**src/rtl/booth_seq_mul.sv**
```systemverilog
// Radix-2 Booth sequential signed multiplier: WIDTH CALC cycles, then one DONE cycle.
// start is ignored while busy; a new start in DONE chains the next operation with no bubble.
module booth_seq_mul #(
  parameter int WIDTH = 8
) (
  input  logic                 clk,
  input  logic                 rst_n,
  input  logic                 start,
  input  logic [WIDTH-1:0]     a,
  input  logic [WIDTH-1:0]     b,
  output logic                 busy,
  output logic                 done,
  output logic [2*WIDTH-1:0]   p
);

  localparam int CW = $clog2(WIDTH + 1);

  typedef enum logic [1:0] {IDLE, CALC, DONE} state_t;

  state_t           state, state_nxt;
  logic [WIDTH:0]   acc, m, sum, acc_nxt;
  logic [WIDTH-1:0] q, q_nxt;
  logic             q1, q1_nxt;
  logic [CW-1:0]    cnt;
  logic             accept;
  logic             last;

  assign last = (cnt == CW'(1));

  always_ff @(posedge clk or negedge rst_n) begin
    if (!rst_n) state <= IDLE;
    else        state <= state_nxt;
  end

  always_comb begin
    state_nxt = state;
    busy      = 1'b0;
    done      = 1'b0;
    accept    = 1'b0;
    case (state)
      IDLE: begin
        if (start) begin
          accept    = 1'b1;
          state_nxt = CALC;
        end
      end
      CALC: begin
        busy = 1'b1;
        if (last) state_nxt = DONE;
      end
      DONE: begin
        done = 1'b1;
        if (start) begin
          accept    = 1'b1;
          state_nxt = CALC;
        end else begin
          state_nxt = IDLE;
        end
      end
      default: state_nxt = IDLE;
    endcase
  end

  // One Booth step: add/subtract M per {Q0,Q-1}, then arithmetic shift of {A,Q,Q-1}.
  always_comb begin
    sum = acc;
    case ({q[0], q1})
      2'b01:   sum = acc + m;
      2'b10:   sum = acc - m;
      default: sum = acc;
    endcase
    acc_nxt = {sum[WIDTH], sum[WIDTH:1]};
    q_nxt   = {sum[0], q[WIDTH-1:1]};
    q1_nxt  = q[0];
  end

  always_ff @(posedge clk or negedge rst_n) begin
    if (!rst_n) begin
      acc <= '0;
      m   <= '0;
      q   <= '0;
      q1  <= 1'b0;
      cnt <= '0;
      p   <= '0;
    end else if (accept) begin
      m   <= {a[WIDTH-1], a};
      acc <= '0;
      q   <= b;
      q1  <= 1'b0;
      cnt <= CW'(WIDTH);
    end else if (state == CALC) begin
      acc <= acc_nxt;
      q   <= q_nxt;
      q1  <= q1_nxt;
      cnt <= cnt - CW'(1);
      // The extra accumulator bit is pure sign; the product is the low 2*WIDTH bits.
      if (last) p <= {acc_nxt[WIDTH-1:0], q_nxt};
    end
  end

endmodule

```
**config.mk**
```make
export PLATFORM = sky130hd
export DESIGN_NAME = booth_seq_mul
export DESIGN_NICKNAME = d
export VERILOG_FILES = /design/src/rtl/booth_seq_mul.sv
export SDC_FILE = /design/constraint.sdc
export NUM_CORES = 1
export LEC_CHECK = 0
export ABC_AREA = 1
export BUFFER_PORTS_ARGS = -buffer_cell sky130_fd_sc_hd__buf_2
export CAP_MARGIN = 30
export CORE_AREA = 2 2 107 109
export DETAILED_ROUTE_END_ITERATION = 8
export DIE_AREA = 0 0 109 111
export GPL_TIMING_DRIVEN = 0
export PLACE_DENSITY_LB_ADDON = 0.15
export SYNTH_ARGS = -nofsm -noshare
export SYNTH_HDL_FRONTEND = slang
export SYNTH_SLANG_ARGS = --single-unit
```
**constraint.sdc**
```tcl
create_clock -name clk -period 3.39 [get_ports clk]
set_input_delay 0 -clock clk [delete_from_list [all_inputs] [get_ports clk]]
set_output_delay 0 -clock clk [all_outputs]
set_load 0.05 [all_outputs]
```
# ---- After elaboration in Yosys (flattened, before gate mapping)
# Cells that the tools add are included.
dict set report totals {
  reg_bits 48
  inputBits 19
  out_inout_bits 18
  elab_cells 40
}
dict set report classes {
  add_sub_neg 3
  n_eq_ne 7
  muxes 17
  bitwise_logic 1
  reduce_logical 5
}
# cell count
set ops {}
lappend ops {{$mux 9} 2}
lappend ops {{$pmux 9 s2} 1}
lappend ops {{$mux 8} 2}
lappend ops {{$add 9x9->9} 1}
lappend ops {{$sub 9x9->9} 1}
lappend ops {{$mux 4} 2}
lappend ops {{$mux 1} 7}
lappend ops {{$pmux 2 s3} 1}
lappend ops {{$eq 2x1->1 const B} 2}
lappend ops {{$eq 2x2->1 const B} 2}
lappend ops {{$eq 4x1->1 const B} 1}
lappend ops {{$mux 2} 2}
lappend ops {{$ne 2x2->1 const B} 2}
lappend ops {{$sub 4x1->4 const B} 1}
lappend ops {{$reduce_and 3->1} 1}
lappend ops {{$logic_not 2->1} 1}
lappend ops {{$reduce_and 2->1} 1}
lappend ops {{$reduce_bool 2->1} 1}
lappend ops {{$reduce_or 2->1} 1}
lappend ops {{$not 1->1} 1}

# ---- Logic depth before layout (Yosys ltp)
# Gate-level depths: netlist (run 1).
dict set report logic_depth {
  ltp_word 5
  ltp_mapped 19
  ltp_nobuf 19
}

# ---- Least setup slack after synthesis (run 1)
# No wires, ideal clock.
dict set report synth_path {
  path_type {reg2reg}
  startpoint {register m[0]}
  endpoint {register acc[7]}
  setup_ns 0.121
  t_arrival_ns 2.272
  required_time_ns 3.269
  path_slack_ns 0.997
  path_stages_with_launch 20
  n_path_buf 0
  synth_period_minus_slack_ns 2.393
  cell_sequence {dfrtp_1 inv_1 ha_1 inv_1 nor2_1 nand2_1 o31ai_1 xnor2_1 inv_1 ha_1 nand2_1 inv_1 a21oi_1 nand2_1 nand2_1 nand3_1 nand2_1 nand2_1 nand2_1 nand2_1}
}
dict set report synth_between {
  elab_chain_len 4
  word_cells_on_any_way 5
  cone_classes {add/sub (2); mux (3)}
}
# element line
set synth_rtl {}
lappend synth_rtl {{from (decl)} 21} ;# logic [WIDTH:0] acc, m, sum, acc_nxt;
lappend synth_rtl {{from (signal assigned)} 86} ;# m <= {a[WIDTH-1], a};
lappend synth_rtl {{$sub 9x9->9 or $add 9x9->9 (tied branches)} {69, 68}}
lappend synth_rtl {{$pmux 9 s2 (*)} 67} ;# case ({q[0], q1})
lappend synth_rtl {{$mux 9 (*)} 91} ;# end else if (state == CALC) begin
lappend synth_rtl {{$mux 9 (*)} 85} ;# end else if (accept) begin
lappend synth_rtl {{to (signal assigned)} 92} ;# acc <= acc_nxt;
lappend synth_rtl {{to (decl)} 21}
# Mark *: on every way between the ends. The rest lies on a longest branch, timed or not. The select of a mux whose other input is x is not followed.
# A chain may end at the register's enable or synchronous reset.

# ---- Worst setup path in the final report (run 1)
# Ends and elaborated chain as after synthesis.

==> Flow_metrics.wiki, run 1 <==
{| class="wikitable"
! Metric !! Value
|-
| Area of the mapped netlist || between 2000 and 3000 um2
|-
| Cells after Synth || 319
|-
| Critical path arrival || roughly 2900 ps
|-
| Most instantiated library cell after synthesis || sky130_fd_sc_hd__nand2_1
|-
| Primary FF master, synth || sky130_fd_sc_hd__dfrtp_1
|-
| Clock net sink count || 47
|-
| Commonest cells in the netlist || sky130_fd_sc_hd__nand2_1, sky130_fd_sc_hd__dfrtp_1, sky130_fd_sc_hd__inv_1
|-
| Synth cell types || 33
|-
| WL/cell || roughly 12 um
|-
| Worst slew slack as a fraction of its limit || 59.4%
|-
| Number of setup buffers added after CTS || 0
|-
| Via density || 4.19
|-
| Length of routed met2 wiring || 3.09 mm
|-
| Final Skew || between 7 and 8 ps
|-
| RSZ-0062 raised after global routing || no
|-
| Clock latency reported for the late side of the worst-skew pair || 290 ps
|-
| Post-layout minimum cycle time || 2740 ps
|-
| Worst Setup End Kind || flip-flop
|-
| Area overhead of the layout relative to synthesis || 26.9%
|-
| Number of synthesized flops with an enable pin || 0
|-
| H-Tree Level Count || 2
|-
| DR vias || about 2200
|-
| Total Die Area || 12100 um2
|-
| Filler Cell Count || 1215
|-
| Die H || about 110 um
|-
| Crit path launch type || flip-flop
|-
| All-Layer GR Usage || 11.2%
|-
| Min-delay worst type || in -> reg
|-
| Count of final setup violators || 0
|-
| Total negative slack for setup checks || 0 ps
|-
| Cell taking the most area after synthesis || sky130_fd_sc_hd__dfrtp_1
|-
| Area of the placeable core || 11100 um2
|-
| Number of I/O pins || 37
|-
| Count of final hold-check violations || 0
|-
| Port Buf Inserts || 36
|-
| Share of the clock period used by the worst path || 80.8%
|-
| Initial antenna violation count || 0
|-
| Number of pins exceeding their max-slew limit in the final report || 0
|-
| Vias in the first global route || 2175
|-
| Per-instance average area after synthesis || 8.13 um2
|-
| Final estimated routing congestion in global placement || 0.699
|-
| Top area cells in the synthesized netlist || sky130_fd_sc_hd__dfrtp_1, sky130_fd_sc_hd__nand2_1, sky130_fd_sc_hd__inv_1, sky130_fd_sc_hd__ha_1, sky130_fd_sc_hd__o21ai_0
|-
| Highest signal layer in the routed design || met4
|-
| Post-detailed-route count of antenna-violating nets || 0
|-
| WL met3 || 200 um
|-
| Num CTS Buffers || 5
|-
| Aggregate global routing overflow || 0
|-
| Final HPWL DP || 4.82 mm
|-
| Post-route DRC violation count || 0
|-
| Initial cell density of the core || 23.4%
|-
| Routed Wire Length || 6.36 mm
|-
| Maximum root-to-sink buffer count || 2
|-
| Pin slew with the least headroom to its limit || 609 ps
|-
| DRC marker count from the first detailed-route iteration || 57
|-
| Fraction of layout cells with a size suffix above 1 || 18.4%
|-
| Count of state elements after synthesis || 47
|-
| Standard-cell rows || 39
|-
| Portion of synthesized cell area occupied by the leading cell type || 45.4%
|-
| Net count, final || 412
|-
| CTS tree || built
|-
| Share of the yosys chip area belonging to registers || 45.4%
|-
| Maximum frequency from static timing analysis || ~360 MHz
|-
| Die Span X || 109 um
|-
| Antenna Cells || 0
|-
| Async set-or-reset flop fraction in the synthesized netlist || 100%
|-
| Critical path required time || approximately 3600 ps
|-
| Outcome || completed
|-
| Largest net degree at the start of global routing || 26
|-
| Synth warnings || 0
|-
| Count of TritonRoute iterations in the first routing pass || 4
|-
| Clock root buffer master || sky130_fd_sc_hd__clkbuf_16
|-
| CTS clock-pin slew for the worst setup and hold paths || 70 ps
|-
| WS Path Type || reg -> reg
|-
| Net count after synthesis || 351
|-
| Maximum fanout along the worst path || 6
|-
| Post-Route M1 WL || 2.98 mm
|-
| First-pass GRT wire length || between 10 and 15 mm
|-
| Max-capacitance violation count || 0
|}
[metal layers]
layer | vias to the layer above | track usage (%)
met5 | - | 0
met4 | 0 | 3.25
met3 | 7 | 2.23
met2 | 21 | 18.6
met1 | 1023 | 14.4
li1 | 1143 | -
[kinds of logic after synthesis]
family | after synthesis | share of synthesized area, %
AOI/OAI and AO/OA | 48 | 11.9
xor gates and xnor gates | 8 | 2.70
adders and majority gates | 13 | 6.56
buffers and inverters | 55 | 8.98
DFF | 47 | 45.4
and+or+nand+nor | 148 | 24.5
[cell type report]
| type | instances | area (um2) | area share (%) |
|---|---|---|---|
| multi-input cells | 217 | 1180 | 36.0 |
| flip-flops and latches | 47 | 1180 | 35.8 |
| repair buffers | 54 | 370 | 11.3 |
| inverters | 47 | 181 | 5.52 |
| well taps | 143 | 179 | 5.44 |
| clock buffers | 5 | 125 | 3.80 |
| plain buffers | 8 | 51.3 | 1.56 |
| clock inverters | 3 | 22.5 | 0.685 |
[stage by stage]
stage	cell area [um2]	cells	util [%]	hold slack, ps	setup WS, ps
4_1_cts	3290	524	29.7	174	647
6_report	3290	524	29.7	169	650
3_5_place_dp	2970	499	26.8	35.2	661
3_3_place_gp	2950	498	26.6	198	674
2_1_floorplan	2590	319	-	-296	997
5_1_grt	3290	524	29.7	210	341
[what timing repair did]
item                      in CTS  in global routing
resized for setup              0                  0
hold endpoints to repair      38                  0
hold buffers                  17                  0
[sequential cells by signal, indices dropped and copies added (netlist names)]
register and cells:
state 2, cnt 4, acc 8, q1 1, m 8, q 8
p 16
[critical path, cell delays in order (launching register included)]
cell                      delay, ps
sky130_fd_sc_hd__dfrtp_1        400
sky130_fd_sc_hd__inv_1          100
sky130_fd_sc_hd__ha_1           170
sky130_fd_sc_hd__inv_1           40
sky130_fd_sc_hd__nor2_1         170
sky130_fd_sc_hd__nand2_1        110
sky130_fd_sc_hd__o31ai_1        270
sky130_fd_sc_hd__xnor2_1        160
sky130_fd_sc_hd__inv_1           60
sky130_fd_sc_hd__ha_1           350
sky130_fd_sc_hd__nand2_1        110
sky130_fd_sc_hd__inv_1           40
sky130_fd_sc_hd__a21oi_1        170
sky130_fd_sc_hd__nand2_1         70
sky130_fd_sc_hd__nand2_1        100
sky130_fd_sc_hd__nand3_1         80
sky130_fd_sc_hd__nand2_1         60
sky130_fd_sc_hd__nand2_1         70
sky130_fd_sc_hd__nand2_1         60
sky130_fd_sc_hd__nand2_1         50
[final timing paths]
check | startpoint | to | slack, ps | depth (start not counted)
setup reg to reg | m[0] | acc[7] | 650 | 19
max in group asynchronous | rst_n | m[1] | 2610 | 3
setup / recovery | m[0] | acc[7] | 650 | 19
hold / removal | start | cnt[0] | 170 | 4
hold reg to reg | p[15] | p[15] | 470 | 2
min in group asynchronous | rst_n | p[1] | 230 | 2
[layout by cell type, fill, tap and decap left out, types with 4 or more instances in the layout]
master                          count
sky130_fd_sc_hd__nand2_1          106
sky130_fd_sc_hd__dfrtp_1           47
sky130_fd_sc_hd__inv_1             43
sky130_fd_sc_hd__buf_2             41
sky130_fd_sc_hd__o21ai_0           17
sky130_fd_sc_hd__dlygate4sd3_1     17
sky130_fd_sc_hd__nand3_1           16
sky130_fd_sc_hd__ha_1              12
sky130_fd_sc_hd__nor2_1             9
sky130_fd_sc_hd__a21oi_1            7
sky130_fd_sc_hd__o21ai_2            7
sky130_fd_sc_hd__nand2_2            6
sky130_fd_sc_hd__clkbuf_16          5
sky130_fd_sc_hd__xor2_1             4
sky130_fd_sc_hd__xnor2_1            4
sky130_fd_sc_hd__nand4_1            4
sky130_fd_sc_hd__o22ai_1            4
sky130_fd_sc_hd__o221ai_1           4
sky130_fd_sc_hd__o211ai_1           4
Power of run 1 is left out: the tool's default activity adds up to more than one toggle a clock period on the data nets, which glitch-free logic cannot reach.
==> inputs of run 2 (changes only) <==
- clock period: 3.39 -> 2.7 ns (I/O delays scaled with it)
==> Flow_metrics.wiki, run 2 (synthesis gave the netlist of run 1 again) <==
{| class="wikitable"
! Metric !! Value
|-
| Post-detailed-route count of antenna-violating nets || 0 (unchanged)
|-
| Maximum frequency from static timing analysis || 408 MHz (was 365 MHz)
|-
| Die H || 111 um (unchanged)
|-
| Pin slew with the least headroom to its limit || 621 ps (was 609 ps)
|-
| Clock latency reported for the late side of the worst-skew pair || 290 ps (about the same)
|-
| CTS clock-pin slew for the worst setup and hold paths || 70 ps (about the same)
|-
| Slack of the critical path || 251 ps (was 650 ps)
|-
| Maximum root-to-sink buffer count || 2 (unchanged)
|-
| Num CTS Buffers || 5 (unchanged)
|-
| Filler Cell Count || 1207 (was 1215)
|-
| Post-placement setup slack || -28.7 ps (was 661 ps)
|-
| Initial antenna violation count || 0 (unchanged)
|-
| Most used cells in the layout excluding fill and tap cells || sky130_fd_sc_hd__nand2_1, sky130_fd_sc_hd__dfrtp_1, sky130_fd_sc_hd__inv_1, sky130_fd_sc_hd__buf_2, sky130_fd_sc_hd__dlygate4sd3_1 (was sky130_fd_sc_hd__nand2_1, sky130_fd_sc_hd__dfrtp_1, sky130_fd_sc_hd__inv_1, sky130_fd_sc_hd__buf_2)
|-
| Fraction of layout cells with a size suffix above 1 || 20.9% (was 18.4%)
|-
| Maximum fanout along the worst path || 6 (unchanged)
|-
| All-Layer GR Usage || 11.2% (unchanged)
|-
| Register area || 1180 um2 (unchanged)
|-
| Clock root buffer master || sky130_fd_sc_hd__clkbuf_16 (unchanged)
|-
| Routed Wire Length || 6.37 mm (was 6.36 mm)
|-
| Final HPWL DP || 4.82 mm (unchanged)
|-
| Via density || 4.16 (was 4.19)
|-
| Most common cell after layout, fill and taps aside || sky130_fd_sc_hd__nand2_1 (unchanged)
|-
| Post-placement cell area || 2970 um2 (unchanged)
|-
| Vias in the first global route || 2174 (was 2175)
|-
| DR vias || 2189 (was 2194)
|-
| Critical path required time || 2930 ps (was 3580 ps)
|-
| DRC marker count from the first detailed-route iteration || 57 (unchanged)
|-
| Clock net sink count || 47 (unchanged)
|-
| Final estimated routing congestion in global placement || 0.699 (unchanged)
|-
| Number of I/O pins || 37 (unchanged)
|-
| Post-route DRC violation count || 0 (unchanged)
|-
| Number of pins exceeding their max-slew limit in the final report || 0 (unchanged)
|-
| Worst slew slack as a fraction of its limit || 58.6% (was 59.4%)
|-
| Final Skew || 7.44 ps (was 7.43 ps)
|-
| Initial cell density of the core || 23.4% (unchanged)
|-
| Max-capacitance violation count || 0 (unchanged)
|-
| Net count, final || 414 (was 412)
|-
| Min-delay worst type || in -> reg (unchanged)
|-
| WS Path Type || reg -> reg (unchanged)
|-
| Post-layout minimum cycle time || 2450 ps (was 2740 ps)
|-
| Total Die Area || 12100 um2 (unchanged)
|-
| Post-route standard cell area excluding fillers || 3330 um2 (was 3290 um2)
|-
| Final Non-Filler Cells || 526 (was 524)
|-
| Largest net degree at the start of global routing || 26 (unchanged)
|-
| Top reg by flops || p (unchanged)
|-
| Crit path launch type || flip-flop (unchanged)
|-
| Outcome || completed (unchanged)
|-
| Worst Setup End Kind || flip-flop (unchanged)
|-
| Aggregate global routing overflow || 0 (unchanged)
|-
| Area overhead of the layout relative to synthesis || 28.6% (was 26.9%)
|-
| Critical path arrival || 2680 ps (was 2930 ps)
|-
| CTS tree || built (unchanged)
|-
| Count of final hold-check violations || 0 (unchanged)
|-
| Standard-cell rows || 39 (unchanged)
|-
| R2R Setup Slk || 250 ps (was 650 ps)
|-
| Total negative slack for setup checks || 0 ps (unchanged)
|-
| Area of the placeable core || 11100 um2 (unchanged)
|-
| Count of final setup violators || 0 (unchanged)
|-
| Antenna Cells || 0 (unchanged)
|-
| Largest register FFs || 16 (unchanged)
|-
| Total instance count after detailed placement || 499 (unchanged)
|-
| Multi-input combinational cell area || 1210 um2 (was 1180 um2)
|-
| Die Span X || 109 um (unchanged)
|-
| H-Tree Level Count || 2 (unchanged)
|-
| Share of the clock period used by the worst path || 90.7% (was 80.8%)
|-
| Count of TritonRoute iterations in the first routing pass || 4 (unchanged)
|-
| First-pass GRT wire length || 10.5 mm (unchanged)
|-
| RSZ-0062 raised after global routing || yes (was no)
|-
| Port Buf Inserts || 36 (unchanged)
|-
| WL/cell || 12.1 um (about the same)
|}
==> run 2: critical path, stage by stage (launching register included) <==
cell and delay (ps):
sky130_fd_sc_hd__dfrtp_1 390, sky130_fd_sc_hd__inv_2 80, sky130_fd_sc_hd__ha_2 170, sky130_fd_sc_hd__inv_1 40
sky130_fd_sc_hd__nor2_2 140, sky130_fd_sc_hd__nand2_1 100, sky130_fd_sc_hd__o31ai_2 210, sky130_fd_sc_hd__xnor2_1 140
sky130_fd_sc_hd__inv_1 90, sky130_fd_sc_hd__ha_4 300, sky130_fd_sc_hd__nand2_1 70, sky130_fd_sc_hd__nor2_1 110
sky130_fd_sc_hd__nand2_1 80, sky130_fd_sc_hd__nand2_1 70, sky130_fd_sc_hd__nand2_1 70, sky130_fd_sc_hd__nand3_1 90
sky130_fd_sc_hd__nand2_1 50, sky130_fd_sc_hd__nand2_1 80, sky130_fd_sc_hd__nand2_1 50, sky130_fd_sc_hd__nand2_1 70
==> run 2: through the flow <==
| stage | hold WS (ps) | utilization (%) |
|---|---|---|
| 2_1_floorplan | -296 | - |
| 3_3_place_gp | 198 | 26.6 |
| 3_5_place_dp | 35.2 | 26.8 |
| 4_1_cts | 174 | 29.7 |
| 5_1_grt | 210 | 30.1 |
| 6_report | 169 | 30.1 |
==> run 2: cell type report <==
cell class | count | share of cell area, %
clock buffers | 5 | 3.75
plain buffers | 8 | 1.54
clock inverters | 3 | 0.676
well taps | 143 | 5.37
flip-flops and latches | 47 | 35.3
repair buffers | 56 | 11.6
multi-input cells | 217 | 36.4
inverters | 47 | 5.44
==> run 2: path summary, 6_finish.rpt <==
check                      cells after the start   from      to
max reg2reg                                   19   m[0]  acc[7]
max                                           19   m[0]  acc[7]
max in group asynchronous                      3  rst_n    m[1]
min reg2reg                                    2  p[15]   p[15]
min in group asynchronous                      2  rst_n    p[1]
min                                            4  start  cnt[0]
==> run 2: layer usage <==
metal	up-vias	global-route usage, %	part of all wire [%]	wire length [um]
met3	7	2.23	2.9	183
met5	-	0	0	0
met4	0	3.25	1.3	82
li1	1148	-	-	-
met2	19	18.6	48	3080
met1	1015	14.4	48	3030
==> run 2: repair_timing <==
item | in CTS | in global routing
buffers inserted | 0 | 2
pin swaps | 0 | 1
hold endpoints to repair | 38 | 0
gates resized for setup | 1 | 9
hold buffers | 17 | 0
gates cloned | 0 | 0
endpoints found under the setup margin | 2 | 8
Power of run 2 is left out for the same reason.
==> inputs of run 3 (changes only) <==
- RECOVER_POWER: default -> 100
==> Flow_metrics.wiki, run 3 (synthesis gave the netlist of run 1 again) <==
{| class="wikitable"
! Metric !! Value
|-
| Filler Cell Count || 1215 (was 1207)
|-
| Count of TritonRoute iterations in the first routing pass || 4 (unchanged)
|-
| Largest register FFs || 16 (unchanged)
|-
| Aggregate global routing overflow || 0 (unchanged)
|-
| Origin of the worst setup path || q1 (was m[0])
|-
| Worst slew slack as a fraction of its limit || 14.4% (was 58.6%)
|-
| Pin slew with the least headroom to its limit || 1280 ps (was 621 ps)
|-
| Multi-input combinational cell area || 1190 um2 (was 1210 um2)
|-
| H-Tree Level Count || 2 (unchanged)
|-
| Initial cell density of the core || 23.4% (unchanged)
|-
| Post-placement cell area || 2970 um2 (unchanged)
|-
| Reg2Reg Launch Point || q1 (was m[0])
|-
| WS Path Type || reg -> reg (unchanged)
|-
| Worst Setup End Kind || flip-flop (unchanged)
|-
| RSZ-0062 raised after global routing || yes (unchanged)
|-
| Share of the clock period used by the worst path || 90.9% (was 90.7%)
|-
| Crit path launch type || flip-flop (unchanged)
|-
| Clock latency reported for the late side of the worst-skew pair || 290 ps (about the same)
|-
| Clock net sink count || 47 (unchanged)
|-
| Maximum root-to-sink buffer count || 2 (unchanged)
|-
| DR vias || 2201 (was 2189)
|-
| Register area || 1180 um2 (unchanged)
|-
| Die Span X || 109 um (unchanged)
|-
| Fraction of layout cells with a size suffix above 1 || 13.1% (was 20.9%)
|-
| Antenna Cells || 0 (unchanged)
|-
| Worst flop-to-flop path endpoint || acc[5] (was acc[7])
|-
| Post-route standard cell area excluding fillers || 3250 um2 (was 3330 um2)
|-
| Post-route DRC violation count || 0 (unchanged)
|-
| Final Skew || 7.08 ps (was 7.44 ps)
|-
| Slack of the critical path || 247 ps (was 251 ps)
|-
| Most common cell after layout, fill and taps aside || sky130_fd_sc_hd__nand2_1 (unchanged)
|-
| Worst setup endpoint || acc[5] (was acc[7])
|-
| Routed Wire Length || 6.40 mm (was 6.37 mm)
|-
| CTS tree || built (unchanged)
|-
| Area overhead of the layout relative to synthesis || 25.5% (was 28.6%)
|-
| Number of I/O pins || 37 (unchanged)
|-
| Net count, final || 414 (unchanged)
|-
| Count of final setup violators || 0 (unchanged)
|-
| Max-capacitance violation count || 0 (unchanged)
|-
| DRC marker count from the first detailed-route iteration || 55 (was 57)
|-
| Largest net degree at the start of global routing || 26 (unchanged)
|-
| Count of final hold-check violations || 0 (unchanged)
|-
| Crit path largest cell delay || 360 ps (was 390 ps)
|-
| Port Buf Inserts || 36 (unchanged)
|-
| Standard-cell rows || 39 (unchanged)
|-
| Vias in the first global route || 2174 (unchanged)
|-
| Critical path arrival || 2660 ps (was 2680 ps)
|-
| Post-detailed-route count of antenna-violating nets || 0 (unchanged)
|-
| Outcome || completed (unchanged)
|-
| Num CTS Buffers || 5 (unchanged)
|-
| Die H || 111 um (unchanged)
|-
| Area of the placeable core || 11100 um2 (unchanged)
|-
| Final estimated routing congestion in global placement || 0.699 (unchanged)
|-
| Maximum frequency from static timing analysis || 408 MHz (about the same)
|-
| CTS clock-pin slew for the worst setup and hold paths || 70 ps (about the same)
|-
| Clock root buffer master || sky130_fd_sc_hd__clkbuf_16 (unchanged)
|-
| Cell repeated most along the worst path || sky130_fd_sc_hd__nand2_1 (unchanged)
|-
| Number of pins exceeding their max-slew limit in the final report || 0 (unchanged)
|-
| R2R Setup Slk || 250 ps (about the same)
|-
| Post-placement setup slack || -28.7 ps (unchanged)
|-
| Depth of the worst register-to-register path || 16 (was 19)
|-
| Min-delay worst type || in -> reg (unchanged)
|-
| Critical path required time || 2910 ps (was 2930 ps)
|-
| Total Die Area || 12100 um2 (unchanged)
|-
| Post-layout util || 29.4% (was 30.1%)
|-
| All-Layer GR Usage || 11.2% (unchanged)
|-
| Critical path cell sequence || inv_1, ha_2, inv_1, nand2_1, xor2_1, inv_1, ha_1, a21oi_1, nand2_1, nand2_1, nand2_1, nand2_1, nand2_1, o21ai_1, nand2_1, o21ai_0 (was inv_2, ha_2, inv_1, nor2_2, nand2_1, o31ai_2, xnor2_1, inv_1, ha_4, nand2_1, nor2_1, nand2_1, nand2_1, nand2_1, nand3_1, nand2_1, nand2_1, nand2_1, nand2_1)
|-
| First-pass GRT wire length || 10.5 mm (unchanged)
|-
| Most used cells in the layout excluding fill and tap cells || sky130_fd_sc_hd__nand2_1, sky130_fd_sc_hd__dfrtp_1, sky130_fd_sc_hd__inv_1, sky130_fd_sc_hd__clkbuf_1, sky130_fd_sc_hd__o21ai_0 (was sky130_fd_sc_hd__nand2_1, sky130_fd_sc_hd__dfrtp_1, sky130_fd_sc_hd__inv_1, sky130_fd_sc_hd__buf_2, sky130_fd_sc_hd__dlygate4sd3_1)
|-
| Via density || 4.18 (was 4.16)
|-
| Final HPWL DP || 4.82 mm (unchanged)
|-
| Initial antenna violation count || 0 (unchanged)
|-
| Maximum fanout along the worst path || 7 (was 6)
|-
| WL/cell || 12.2 um (was 12.1 um)
|-
| CP max stage cell || sky130_fd_sc_hd__dfrtp_1 (unchanged)
|-
| Top reg by flops || p (unchanged)
|-
| Post-layout minimum cycle time || 2450 ps (about the same)
|}
## run 3: layer usage
layer / vias to the layer above / wire length [um] / GRT usage [%]
li1: 1146 / - / -
met1: 1027 / 3040 / 14.4
met3: 7 / 194 / 2.23
met2: 21 / 3090 / 18.6
met4: 0 / 82 / 3.25
met5: - / 0 / 0
## run 3: cell type report
| class | count | share of cell area [%] |
|---|---|---|
| Clock buffer | 5 | 3.85 |
| Multi-Input combinational cell | 217 | 36.6 |
| Tap cell | 143 | 5.50 |
| Timing Repair Buffer | 56 | 10.7 |
| Buffer | 8 | 0.962 |
| Clock inverter | 3 | 0.692 |
| Inverter | 47 | 5.54 |
| Sequential cell | 47 | 36.2 |
## run 3: repair_timing
item,4_1_cts,5_1_grt
buffers inserted,0,2
setup endpoints to repair,2,8
hold buffers,17,0
hold endpoints to repair,38,0
pin swaps,0,1
resized for setup,1,9
## run 3: how the worst min path moves through the flow
| stage | start | end | slack (ps) | cells past startpoint |
|---|---|---|---|---|
| 4_1_cts | start | cnt[0] | 170 | 4 |
| 6_report | start | cnt[0] | 270 | 4 |
| 5_1_grt | start | cnt[0] | 340 | 4 |
| 3_3_place_gp | a[4] | m[4] | 200 | 3 |
| 3_5_place_dp | rst_n | p[1] | 40 | 1 |
| 2_1_floorplan | rst_n | acc[0] | -300 | 0 |
## run 3: per-stage QoR
step                cells  hold slack (ps)  setup TNS, ps
finish                526              270              0
floorplan             319             -296              0
detailed placement    499             35.2          -47.9
global placement      498              198          -24.7
global route          526              343          -26.0
CTS                   524              174              0
## run 3: worst max-delay path, delay by kind of cell, from the launching register on
| kind | cells | cell delay (ps) |
|---|---|---|
| adder cells (fa/ha/maj) | 2 | 600 |
| AND/OR/NAND/NOR | 7 | 570 |
| AO/OA/AOI/OAI | 3 | 460 |
| flip-flops | 1 | 360 |
| buffers and inverters | 3 | 260 |
| XOR/XNOR | 1 | 140 |
Power of run 3 is left out for the same reason.
